`src/rtl/alu_cond_writeback_if.sv`:
```
// ALU-to-writeback channel bundle: an accept side carrying ALU result, flags
// and condition information, and a drain side carrying buffered results.
interface alu_cond_writeback_if #(
  parameter int WIDTH = 5
) ();
  logic             in_valid;
  logic             in_ready;
  logic [WIDTH-1:0] alu_result;
  logic [3:0]       alu_flags;
  logic [3:0]       cond;
  logic [1:0]       flag_write;
  logic             out_valid;
  logic             out_ready;
  logic [WIDTH-1:0] out_data;
  logic             out_exec;
  logic [3:0]       out_flags;

  // Upstream producer / downstream consumer seen from outside the block
  modport master (
    output in_valid, alu_result, alu_flags, cond, flag_write, out_ready,
    input  in_ready, out_valid, out_data, out_exec, out_flags
  );

  // The writeback block itself
  modport slave (
    input  in_valid, alu_result, alu_flags, cond, flag_write, out_ready,
    output in_ready, out_valid, out_data, out_exec, out_flags
  );
endinterface

```
`src/rtl/alu_cond_writeback.sv`:
```
// Conditional-execution writeback stage: evaluates an ARM-style condition
// against the architectural NZCV register, applies masked flag updates and
// queues every operation (passed or failed) in a small in-order FIFO.
module alu_cond_writeback #(
  parameter int WIDTH = 5,
  parameter int DEPTH = 2,
  parameter int CNT_W = 8
) (
  input  logic             clk,
  input  logic             reset,
  alu_cond_writeback_if.slave bus,
  output logic [3:0]       flags,
  output logic [CNT_W-1:0] drop_count
);
  localparam int PTR_W = $clog2(DEPTH);
  localparam int ENT_W = WIDTH + 5;
  localparam logic [PTR_W-1:0] PTR_ONE = 1;
  localparam logic [PTR_W:0]   CNT_ONE = 1;
  localparam logic [PTR_W:0]   CNT_FULL = (PTR_W + 1)'(DEPTH);
  localparam logic [CNT_W-1:0] DROP_ONE = 1;

  logic [3:0]       flags_q, flags_d;
  logic [PTR_W-1:0] wr_ptr_q, wr_ptr_d;
  logic [PTR_W-1:0] rd_ptr_q, rd_ptr_d;
  logic [PTR_W:0]   count_q, count_d;
  logic [CNT_W-1:0] drop_q, drop_d;
  logic [ENT_W-1:0] mem_q [DEPTH];
  logic [ENT_W-1:0] entry_d;
  logic [ENT_W-1:0] head;
  logic             push, pop, pass;

  // Condition code against the pre-update flag register {N,Z,C,V}
  function automatic logic cond_eval(input logic [3:0] c, input logic [3:0] f);
    logic n, z, cf, v;
    n  = f[3];
    z  = f[2];
    cf = f[1];
    v  = f[0];
    case (c)
      4'b0000: cond_eval = z;
      4'b0001: cond_eval = !z;
      4'b0010: cond_eval = cf;
      4'b0011: cond_eval = !cf;
      4'b0100: cond_eval = n;
      4'b0101: cond_eval = !n;
      4'b0110: cond_eval = v;
      4'b0111: cond_eval = !v;
      4'b1000: cond_eval = cf && !z;
      4'b1001: cond_eval = !cf || z;
      4'b1010: cond_eval = (n == v);
      4'b1011: cond_eval = (n != v);
      4'b1100: cond_eval = !z && (n == v);
      4'b1101: cond_eval = z || (n != v);
      default: cond_eval = 1'b1;
    endcase
  endfunction

  // Counter increment that sticks at all-ones
  function automatic logic [CNT_W-1:0] sat_inc(input logic [CNT_W-1:0] x);
    sat_inc = (&x) ? x : x + DROP_ONE;
  endfunction

  assign bus.in_ready  = (count_q < CNT_FULL);
  assign bus.out_valid = (count_q != '0);
  assign head          = mem_q[rd_ptr_q];
  assign bus.out_data  = bus.out_valid ? head[ENT_W-1:5] : '0;
  assign bus.out_exec  = bus.out_valid ? head[4] : 1'b0;
  assign bus.out_flags = bus.out_valid ? head[3:0] : 4'b0000;
  assign flags         = flags_q;
  assign drop_count    = drop_q;

  // Next-state: accept/pop decode, masked flag update, pointers and counters
  always_comb begin
    push     = bus.in_valid && bus.in_ready;
    pop      = bus.out_valid && bus.out_ready;
    pass     = cond_eval(bus.cond, flags_q);
    flags_d  = flags_q;
    wr_ptr_d = wr_ptr_q;
    rd_ptr_d = rd_ptr_q;
    count_d  = count_q;
    drop_d   = drop_q;
    if (push) begin
      if (pass) begin
        if (bus.flag_write[1]) flags_d[3:2] = bus.alu_flags[3:2];
        if (bus.flag_write[0]) flags_d[1:0] = bus.alu_flags[1:0];
      end else begin
        drop_d = sat_inc(drop_q);
      end
      wr_ptr_d = wr_ptr_q + PTR_ONE;
    end
    if (pop) rd_ptr_d = rd_ptr_q + PTR_ONE;
    case ({push, pop})
      2'b10:   count_d = count_q + CNT_ONE;
      2'b01:   count_d = count_q - CNT_ONE;
      default: count_d = count_q;
    endcase
    entry_d = {bus.alu_result, pass, flags_d};
  end

  // Control and architectural state, cleared asynchronously
  always_ff @(posedge clk or posedge reset) begin
    if (reset) begin
      flags_q  <= 4'b0000;
      wr_ptr_q <= '0;
      rd_ptr_q <= '0;
      count_q  <= '0;
      drop_q   <= '0;
    end else begin
      flags_q  <= flags_d;
      wr_ptr_q <= wr_ptr_d;
      rd_ptr_q <= rd_ptr_d;
      count_q  <= count_d;
      drop_q   <= drop_d;
    end
  end

  // Entry storage; contents are masked at the output while empty, so no reset
  always_ff @(posedge clk) begin
    if (push) mem_q[wr_ptr_q] <= entry_d;
  end
endmodule

```
`src/flat_wrapper.sv`:
```
// flat-port wrapper written by rule: the top's interface ports become plain ports
module alu_cond_writeback_flat 
#(
  parameter int WIDTH = 5,
  parameter int DEPTH = 2,
  parameter int CNT_W = 8
)
  (clk, reset, flags, drop_count, bus_in_valid, bus_alu_result, bus_alu_flags, bus_cond, bus_flag_write, bus_out_ready, bus_in_ready, bus_out_valid, bus_out_data, bus_out_exec, bus_out_flags);
  alu_cond_writeback_if #(.WIDTH(WIDTH)) bus_i ();
  input  logic clk;
  input  logic reset;
  output logic [3:0] flags;
  output logic [CNT_W-1:0] drop_count;
  input wire logic [$bits(bus_i.in_valid)-1:0] bus_in_valid;
  input wire logic [$bits(bus_i.alu_result)-1:0] bus_alu_result;
  input wire logic [$bits(bus_i.alu_flags)-1:0] bus_alu_flags;
  input wire logic [$bits(bus_i.cond)-1:0] bus_cond;
  input wire logic [$bits(bus_i.flag_write)-1:0] bus_flag_write;
  input wire logic [$bits(bus_i.out_ready)-1:0] bus_out_ready;
  output wire logic [$bits(bus_i.in_ready)-1:0] bus_in_ready;
  output wire logic [$bits(bus_i.out_valid)-1:0] bus_out_valid;
  output wire logic [$bits(bus_i.out_data)-1:0] bus_out_data;
  output wire logic [$bits(bus_i.out_exec)-1:0] bus_out_exec;
  output wire logic [$bits(bus_i.out_flags)-1:0] bus_out_flags;
  assign bus_i.in_valid = bus_in_valid;
  assign bus_i.alu_result = bus_alu_result;
  assign bus_i.alu_flags = bus_alu_flags;
  assign bus_i.cond = bus_cond;
  assign bus_i.flag_write = bus_flag_write;
  assign bus_i.out_ready = bus_out_ready;
  assign bus_in_ready = bus_i.in_ready;
  assign bus_out_valid = bus_i.out_valid;
  assign bus_out_data = bus_i.out_data;
  assign bus_out_exec = bus_i.out_exec;
  assign bus_out_flags = bus_i.out_flags;
  alu_cond_writeback #(.WIDTH(WIDTH), .DEPTH(DEPTH), .CNT_W(CNT_W)) u_core (.clk(clk), .reset(reset), .bus(bus_i), .flags(flags), .drop_count(drop_count));
endmodule
```
`config.mk`:
```
export PLATFORM = sky130hd
export DESIGN_NAME = alu_cond_writeback_flat
export DESIGN_NICKNAME = d
export VERILOG_FILES = /design/src/rtl/alu_cond_writeback_if.sv /design/src/rtl/alu_cond_writeback.sv /design/src/flat_wrapper.sv
export SDC_FILE = /design/constraint.sdc
export NUM_CORES = 1
export LEC_CHECK = 0
export BUFFER_PORTS_ARGS = -buffer_cell sky130_fd_sc_hd__buf_2
export CORE_AREA = 2 2 61 63
export DETAILED_ROUTE_END_ITERATION = 10
export DIE_AREA = 0 0 63 65
export GPL_ROUTABILITY_DRIVEN = 1
export PLACE_DENSITY_LB_ADDON = 0.3
export SYNTH_ARGS = -nofsm -noshare
export SYNTH_HDL_FRONTEND = slang
export SYNTH_SLANG_ARGS = --single-unit
export TNS_END_PERCENT = 50
```
`constraint.sdc`:
```
create_clock -name clk -period 2.5 [get_ports clk]
set_input_delay 0.5 -clock clk [delete_from_list [all_inputs] [get_ports clk]]
set_output_delay 0.5 -clock clk [all_outputs]
set_load 0.005 [all_outputs]
```
Word level (Yosys, flattened, before mapping)
Memory sizes are Yosys's and may differ from the RTL's.
Cells that the tools add are included.
{"block": "totals", "ff_bits": 16, "ramBits": 20, "inputBits": 19, "wordCells": 57, "n_memories": 1}
{"memory": "u_core.mem_q", "depth": 2, "word_bits": 10, "read_ports": 1, "rd_clocked_by_memory_dff": 0, "wr": 1, "line": "alu_cond_writeback.sv:27", "text": "logic [ENT_W-1:0] mem_q [DEPTH];"}
{"block": "classes", "n_addsub": 5, "order_cmp": 1, "eq_ne": 17, "mux": 11, "bitwise": 2, "n_reduce_logical": 15}
{"cell": "$eq A4 B4 Y1 const B", "count": 6}
{"cell": "$eq A4 B3 Y1 const B", "count": 4}
{"cell": "$pmux W1 S14", "count": 1}
{"cell": "$mux W4", "count": 3}
{"cell": "$add A8 B1 Y8 const B", "count": 1}
{"cell": "$eq A4 B2 Y1 const B", "count": 2}
{"cell": "$reduce_and A8 Y1", "count": 1}
{"cell": "$mux W5", "count": 1}
{"cell": "$eq A4 B1 Y1 const B", "count": 1}
{"cell": "$logic_and A1 B1 Y1", "count": 4}
{"cell": "$logic_not A1 Y1", "count": 4}
{"cell": "$logic_not A4 Y1", "count": 1}
{"cell": "$mux W2", "count": 2}
{"cell": "$pmux W2 S2", "count": 1}
{"cell": "$reduce_bool A2 Y1", "count": 2}
{"cell": "$mux W1", "count": 3}
{"cell": "$reduce_and A3 Y1", "count": 1}
{"cell": "$add A1 B1 Y1 const B", "count": 2}
{"cell": "$add A2 B1 Y2 const B", "count": 1}
{"cell": "$eq A2 B1 Y1 const B", "count": 1}
{"cell": "$eq A2 B2 Y1 const B", "count": 1}
{"cell": "$logic_or A1 B1 Y1", "count": 2}
{"cell": "$lt A2 B2 Y1 const B", "count": 1}
{"cell": "$not A1 Y1", "count": 2}
{"cell": "other kinds (3)", "count": 3}

Depth between registers and ports, before layout
{"block": "depth", "depth_word": 5, "ltp_mapped": 8, "ltp_nobuf": 6}

Worst setup path before layout
Ideal clock, no wire load.
{"block": "synth_timing", "kind": "input-to-reg", "from": "in bus_cond[3]", "to": "mem u_core.mem_q[0][0] (netlist name), data pin", "setup_time_ns": 0.265, "arrival_time_ns": 1.958, "required_ns": 2.235, "path_slack_ns": 0.277, "cell_stages": 8, "path_cell_list": "buf_2 > and3b_1 > a22oi_2 > xnor2_1 > a311o_1 > buf_6 > and3_4 > mux2_2"}
{"block": "synth_between", "elab_chain_len": 4, "elab_cells_between_ends": 17, "classes_between": "eq/ne (13); mux (3); reduce/logical (1)"}
{"element": "start: declaration", "line": "flat_wrapper.sv:17", "text": "input wire logic [$bits(bus_i.cond)-1:0] bus_cond;"}
{"element": "$eq A4 B4 Y1 (tied with other cells)", "line": "alu_cond_writeback.sv:39", "text": "case (c)"}
{"element": "$pmux W1 S14 (*)", "line": "alu_cond_writeback.sv:39"}
{"element": "via u_core.pass", "line": "alu_cond_writeback.sv:30", "text": "logic push, pop, pass;"}
{"element": "$mux W4 (*)", "line": "alu_cond_writeback.sv:83", "text": "if (pass) begin"}
{"element": "$mux W4 (*)", "line": "alu_cond_writeback.sv:82", "text": "if (push) begin"}
{"element": "via u_core.flags_d[0]", "line": "alu_cond_writeback.sv:22", "text": "logic [3:0] flags_q, flags_d;"}
{"element": "end: declaration", "line": "alu_cond_writeback.sv:27"}
Mark *: on every way through the listed nets, which the timed path passes. The rest lies on a longest branch.

Final worst setup path
{"block": "layout_timing", "from": "reg u_core.flags_q[3], in the netlist u_core.flags[3]", "to": "mem u_core.mem_q[0][0] (netlist name), data pin"}
{"block": "layout_between", "elab_chain_len": 5, "elab_cells_between_ends": 8, "classes_between": "eq/ne (2); mux (3); reduce/logical (3)"}
{"element": "start: declaration", "line": "alu_cond_writeback.sv:22"}
{"element": "start signal: assignment", "line": "alu_cond_writeback.sv:109", "text": "flags_q <= flags_d;"}
{"element": "$ne A1 B1 Y1 / $eq A1 B1 Y1 (equally long branches)"}
{"element": "$logic_or A1 B1 Y1 / $logic_and A1 B1 Y1 (equally long branches)", "line": "alu_cond_writeback.sv:53, alu_cond_writeback.sv:52"}
{"element": "$pmux W1 S14 (*)", "line": "alu_cond_writeback.sv:39"}
{"element": "$mux W4 (*)", "line": "alu_cond_writeback.sv:83"}
{"element": "$mux W4 (*)", "line": "alu_cond_writeback.sv:82"}
{"element": "via u_core.flags_d[0]", "line": "alu_cond_writeback.sv:22"}
Marked as above.

==> flow_metrics.py <==
metrics = {
    "power": {
        "total_switching_power_mw": 0.771,
        "clock_power_share_pct": 13.6,
        "internal_power_mw": 1.39,
        "vdd_ir_drop_max_v": 0.000528,
        "seq_power_share_pct": 47.2,
        "power.share.combinational_pct": 39.2,
        "power_per_cell_area_mw_per_mm2": 1060,
        "static_leakage_nw": 0.904,
        "netSwitchingFraction_pct": 35.7,
    },
    "setup_path": {
        "critical_path.reg2reg.startpoint": "u_core.flags[3]",
        "timing.critical_path.required_ns": 2.58,
        "ff2ff_setup_slack_ns": 0.29,
        "r2r-end": "u_core.mem_q[0][0]",
        "critical-path-max-stage-delay_ns": 0.48,
        "path_cells": "nor3b_1 > a21oi_1 > o32ai_1 > a311o_1 > and3_4 > mux2_2",
        "setup.worst_path.start_class": "register",
        "ff2ff_path_depth": 6,
        "cp.depth": 6,
        "cp.buffers_inverters": 0,
        "critical_path_arrival_ns": 2.29,
        "slowest_stage_cell_crit_path": "sky130_fd_sc_hd__dfrtp_1",
        "cp-startpoint": "u_core.flags[3]",
        "path_max_fanout": 6,
        "critical_path.top_delay_family": "compound AO/OA/AOI/OAI gates",
        "critPathCapture": "u_core.mem_q[0][0]",
        "worst-setup-path-type": "reg2reg",
        "crit_path_end_kind": "register",
    },
    "grt": {
        "grt_start_max_net_pins": 17,
        "gr-usage-all-layers_pct": 17.2,
        "remaining_global_route_overflow": 0,
        "first_global_vias": 1187,
        "grt_pass1_wl_um": 5320,
        "antenna_found_initial": 0,
    },
    "die": {
        "pin_count": 43,
        "die_width_um": 63,
        "core-area_mm2": 0.00350,
        "floorplan.initialDensity_pct": 49.1,
        "placement_rows": 22,
        "chipHeight_um": 65,
        "fp.dieArea_mm2": 0.00410,
    },
    "clock_network": {
        "cts-buffers-inserted": 5,
        "postCtsResizedCells": 0,
        "clk_latency_ns": 0.33,
        "cts.htree.levels": 2,
        "cts_setup_buffers": 0,
        "holdBufCountCts": 0,
        "tritoncts": "yes",
        "max-clock-path-buffers": 2,
        "clk_transition_reported_paths_ns": 0.11,
        "cts_root_buffer": "sky130_fd_sc_hd__clkbuf_4",
        "clkSinkCount": 36,
    },
    "placement": {
        "routability_cong": 0.849,
        "io_buffer_count": 42,
        "placedCellCount": 223,
        "dp_hpwl_um": 2340,
        "place_ws_ns": 0.129,
    },
    "detailed_routing": {
        "average_detailed_routed_wire_length_per_instance_um": 13.8,
        "wl_um": 3180,
        "detail-route-antenna-nets": 0,
        "via_count": 1152,
        "drc_errors": 0,
        "drt_pass1_iterations": 4,
        "drt_iter0_drc": 20,
        "via_per_inst": 4.99,
    },
    "yosys": {
        "postSynthRegisterBits": 36,
        "ys.warnings.count": 0,
        "post_synth_main_area_contributors": "sky130_fd_sc_hd__edfxtp_1 35%, sky130_fd_sc_hd__dfrtp_1 23%, sky130_fd_sc_hd__mux2i_1 6.4%",
        "synth_cell_types": 34,
        "postSynthNetCount": 155,
        "post_synth_instance_area_mm2": 0.00172,
        "synthDominantCellAreaShare_pct": 35.0,
        "synth_cells": 134,
        "synth_top_cell_by_area": "sky130_fd_sc_hd__edfxtp_1",
        "avgSynthCellArea_um2": 12.8,
        "seq_area_frac_synth_pct": 58.3,
    },
    "finish": {
        "multi_input_area_um2": 659,
        "layout-drive-gt1-share_pct": 36.1,
        "fillers": 309,
        "ff_latch_area_mm2": 0.00100,
        "fin_nets": 203,
        "final_cell_count_no_fill": 231,
        "postLayoutCoreUtil_pct": 58.4,
        "layout-area-overhead-vs-synth_pct": 18.8,
        "ant_cells": 0,
    },
    "timing": {
        "hold_slack_ns": 0.223,
        "post-route-period-util_pct": 88.3,
        "layout_min_cycle_time_ns": 2.21,
        "max-slew-margin-rel_pct": 58.5,
        "worst_slack_ns": 0.294,
        "slew_violations": 0,
        "hold_viol_final": 0,
        "setup_violations": 0,
        "worst_pin_slew_ns": 0.622,
        "grt_setup_unrepaired": "no",
        "finClkSkew_ns": 0.00862,
        "fmax_mhz": 453,
        "fin_setup_tns_ns": 0,
    },
    "hold_path": {
        "worstHoldPathType": "in2async",
    },
    "outcome": {
        "run_status": "finished, final reports clean",
    },
    "flow_run": {
        "drv.max_cap_violation_count": 0,
    },
}
==> area by class of cell <==
type | instances | area share (%)
clock buffer | 7 | 2.21
sequential | 36 | 49.0
multi-input combinational | 85 | 32.3
tap | 48 | 2.94
timing repair buffer | 46 | 11.8
clock inverter | 1 | 0.245
inverter | 8 | 1.47
==> worst min-delay path by stage <==
stage,to,depth (start not counted),start
finish,u_core.drop_count[5],2,reset
global route,u_core.drop_count[6],2,reset
CTS,u_core.drop_count[2],2,reset
detailed placement,u_core.wr_ptr_q,1,u_core.wr_ptr_q
global placement,u_core.wr_ptr_q,1,u_core.wr_ptr_q
floorplan,u_core.count_q[0],1,reset
==> power by group through the flow <==
stage          Combinational (mW)  Sequential (mW)  Clock, mW
2_1_floorplan               0.585            0.973          0
3_3_place_gp                0.832             1.02          0
3_5_place_dp                0.853             1.03          0
4_1_cts                     0.858             1.02      0.302
5_1_grt                     0.937             1.05      0.331
6_report                    0.845             1.02      0.293
==> layer usage <==
layer	GRT usage [%]	share of wire, %	vias to the layer above
li1	-	-	563
met1	20.6	42	548
met3	4.51	5.1	7
met2	29.7	51	34
met4	6.67	2.1	0
met5	0	0	-
==> worst reg2reg max path: stages, from the launching register on <==
cell and delay [ns]:
sky130_fd_sc_hd__dfrtp_1 0.48, sky130_fd_sc_hd__nor3b_1 0.21, sky130_fd_sc_hd__a21oi_1 0.06, sky130_fd_sc_hd__o32ai_1 0.24, sky130_fd_sc_hd__a311o_1 0.37, sky130_fd_sc_hd__and3_4 0.25, sky130_fd_sc_hd__mux2_2 0.35
==> sequential cells by signal (all words and copies together) (netlist names) <==
name               cells
u_core.rd_ptr_q        1
u_core.mem_q          20
u_core.wr_ptr_q        1
u_core.flags           4
u_core.drop_count      8
u_core.count_q         2
==> synth_stat cells <==
cell,n
sky130_fd_sc_hd__and3_4,2
sky130_fd_sc_hd__nand3_1,4
sky130_fd_sc_hd__mux2_2,6
sky130_fd_sc_hd__a31oi_1,1
sky130_fd_sc_hd__a21oi_1,2
sky130_fd_sc_hd__and2_1,1
sky130_fd_sc_hd__mux2i_1,11
sky130_fd_sc_hd__buf_2,1
sky130_fd_sc_hd__inv_1,8
sky130_fd_sc_hd__nand2b_1,2
sky130_fd_sc_hd__a22oi_2,1
sky130_fd_sc_hd__o32ai_1,1
sky130_fd_sc_hd__clkbuf_1,2
sky130_fd_sc_hd__edfxtp_1,20
sky130_fd_sc_hd__a311o_1,1
sky130_fd_sc_hd__nor4_4,1
sky130_fd_sc_hd__nor4b_2,2
sky130_fd_sc_hd__nand2_1,6
sky130_fd_sc_hd__mux2_1,1
sky130_fd_sc_hd__nor3_1,1
sky130_fd_sc_hd__and3b_1,1
sky130_fd_sc_hd__or2_2,1
sky130_fd_sc_hd__xor2_1,5
sky130_fd_sc_hd__buf_6,1
sky130_fd_sc_hd__nor2_1,16
sky130_fd_sc_hd__buf_1,1
sky130_fd_sc_hd__xnor2_1,9
sky130_fd_sc_hd__nor2b_1,3
sky130_fd_sc_hd__dfrtp_1,16
sky130_fd_sc_hd__a21o_1,1
sky130_fd_sc_hd__o22ai_1,1
sky130_fd_sc_hd__ha_1,2
sky130_fd_sc_hd__nor4_2,1
sky130_fd_sc_hd__nor3b_1,2
==> cells in the final DEF (no fill, tap or decap), drive strengths merged, types with 3 or more instances in the layout <==
cell and instances:
nand2 6, nand3 4, dfrtp 16, nor2b 3, inv 8, buf 46
mux2 7, clkbuf 7, xnor2 9, nor2 16, xor2 5, mux2i 11
edfxtp 20
==> cells by family (layout without fill, tap and decap cells) <==
| kind of cell | count (synthesis) | in the layout | synth area share, % |
|---|---|---|---|
| flops | 36 | 36 | 58.3 |
| fa+ha+maj | 2 | 2 | 1.46 |
| compound gates | 8 | 8 | 3.57 |
| buf+inv | 13 | 62 | 3.35 |
| xor+xnor | 14 | 14 | 7.14 |
| mux | 18 | 18 | 11.0 |
| simple gates | 43 | 43 | 15.2 |
==> metrics by stage <==
| stage | power (mW) | area [um2] |
|---|---|---|
| final | 2.16 | 2040 |
| after global routing | 2.32 | 2040 |
| after CTS | 2.18 | 2040 |
| after detailed placement | 1.88 | 1990 |
| after global placement | 1.85 | 1990 |
| after floorplan | 1.56 | 1720 |
Note: power is estimated with default switching activity, not from simulation.
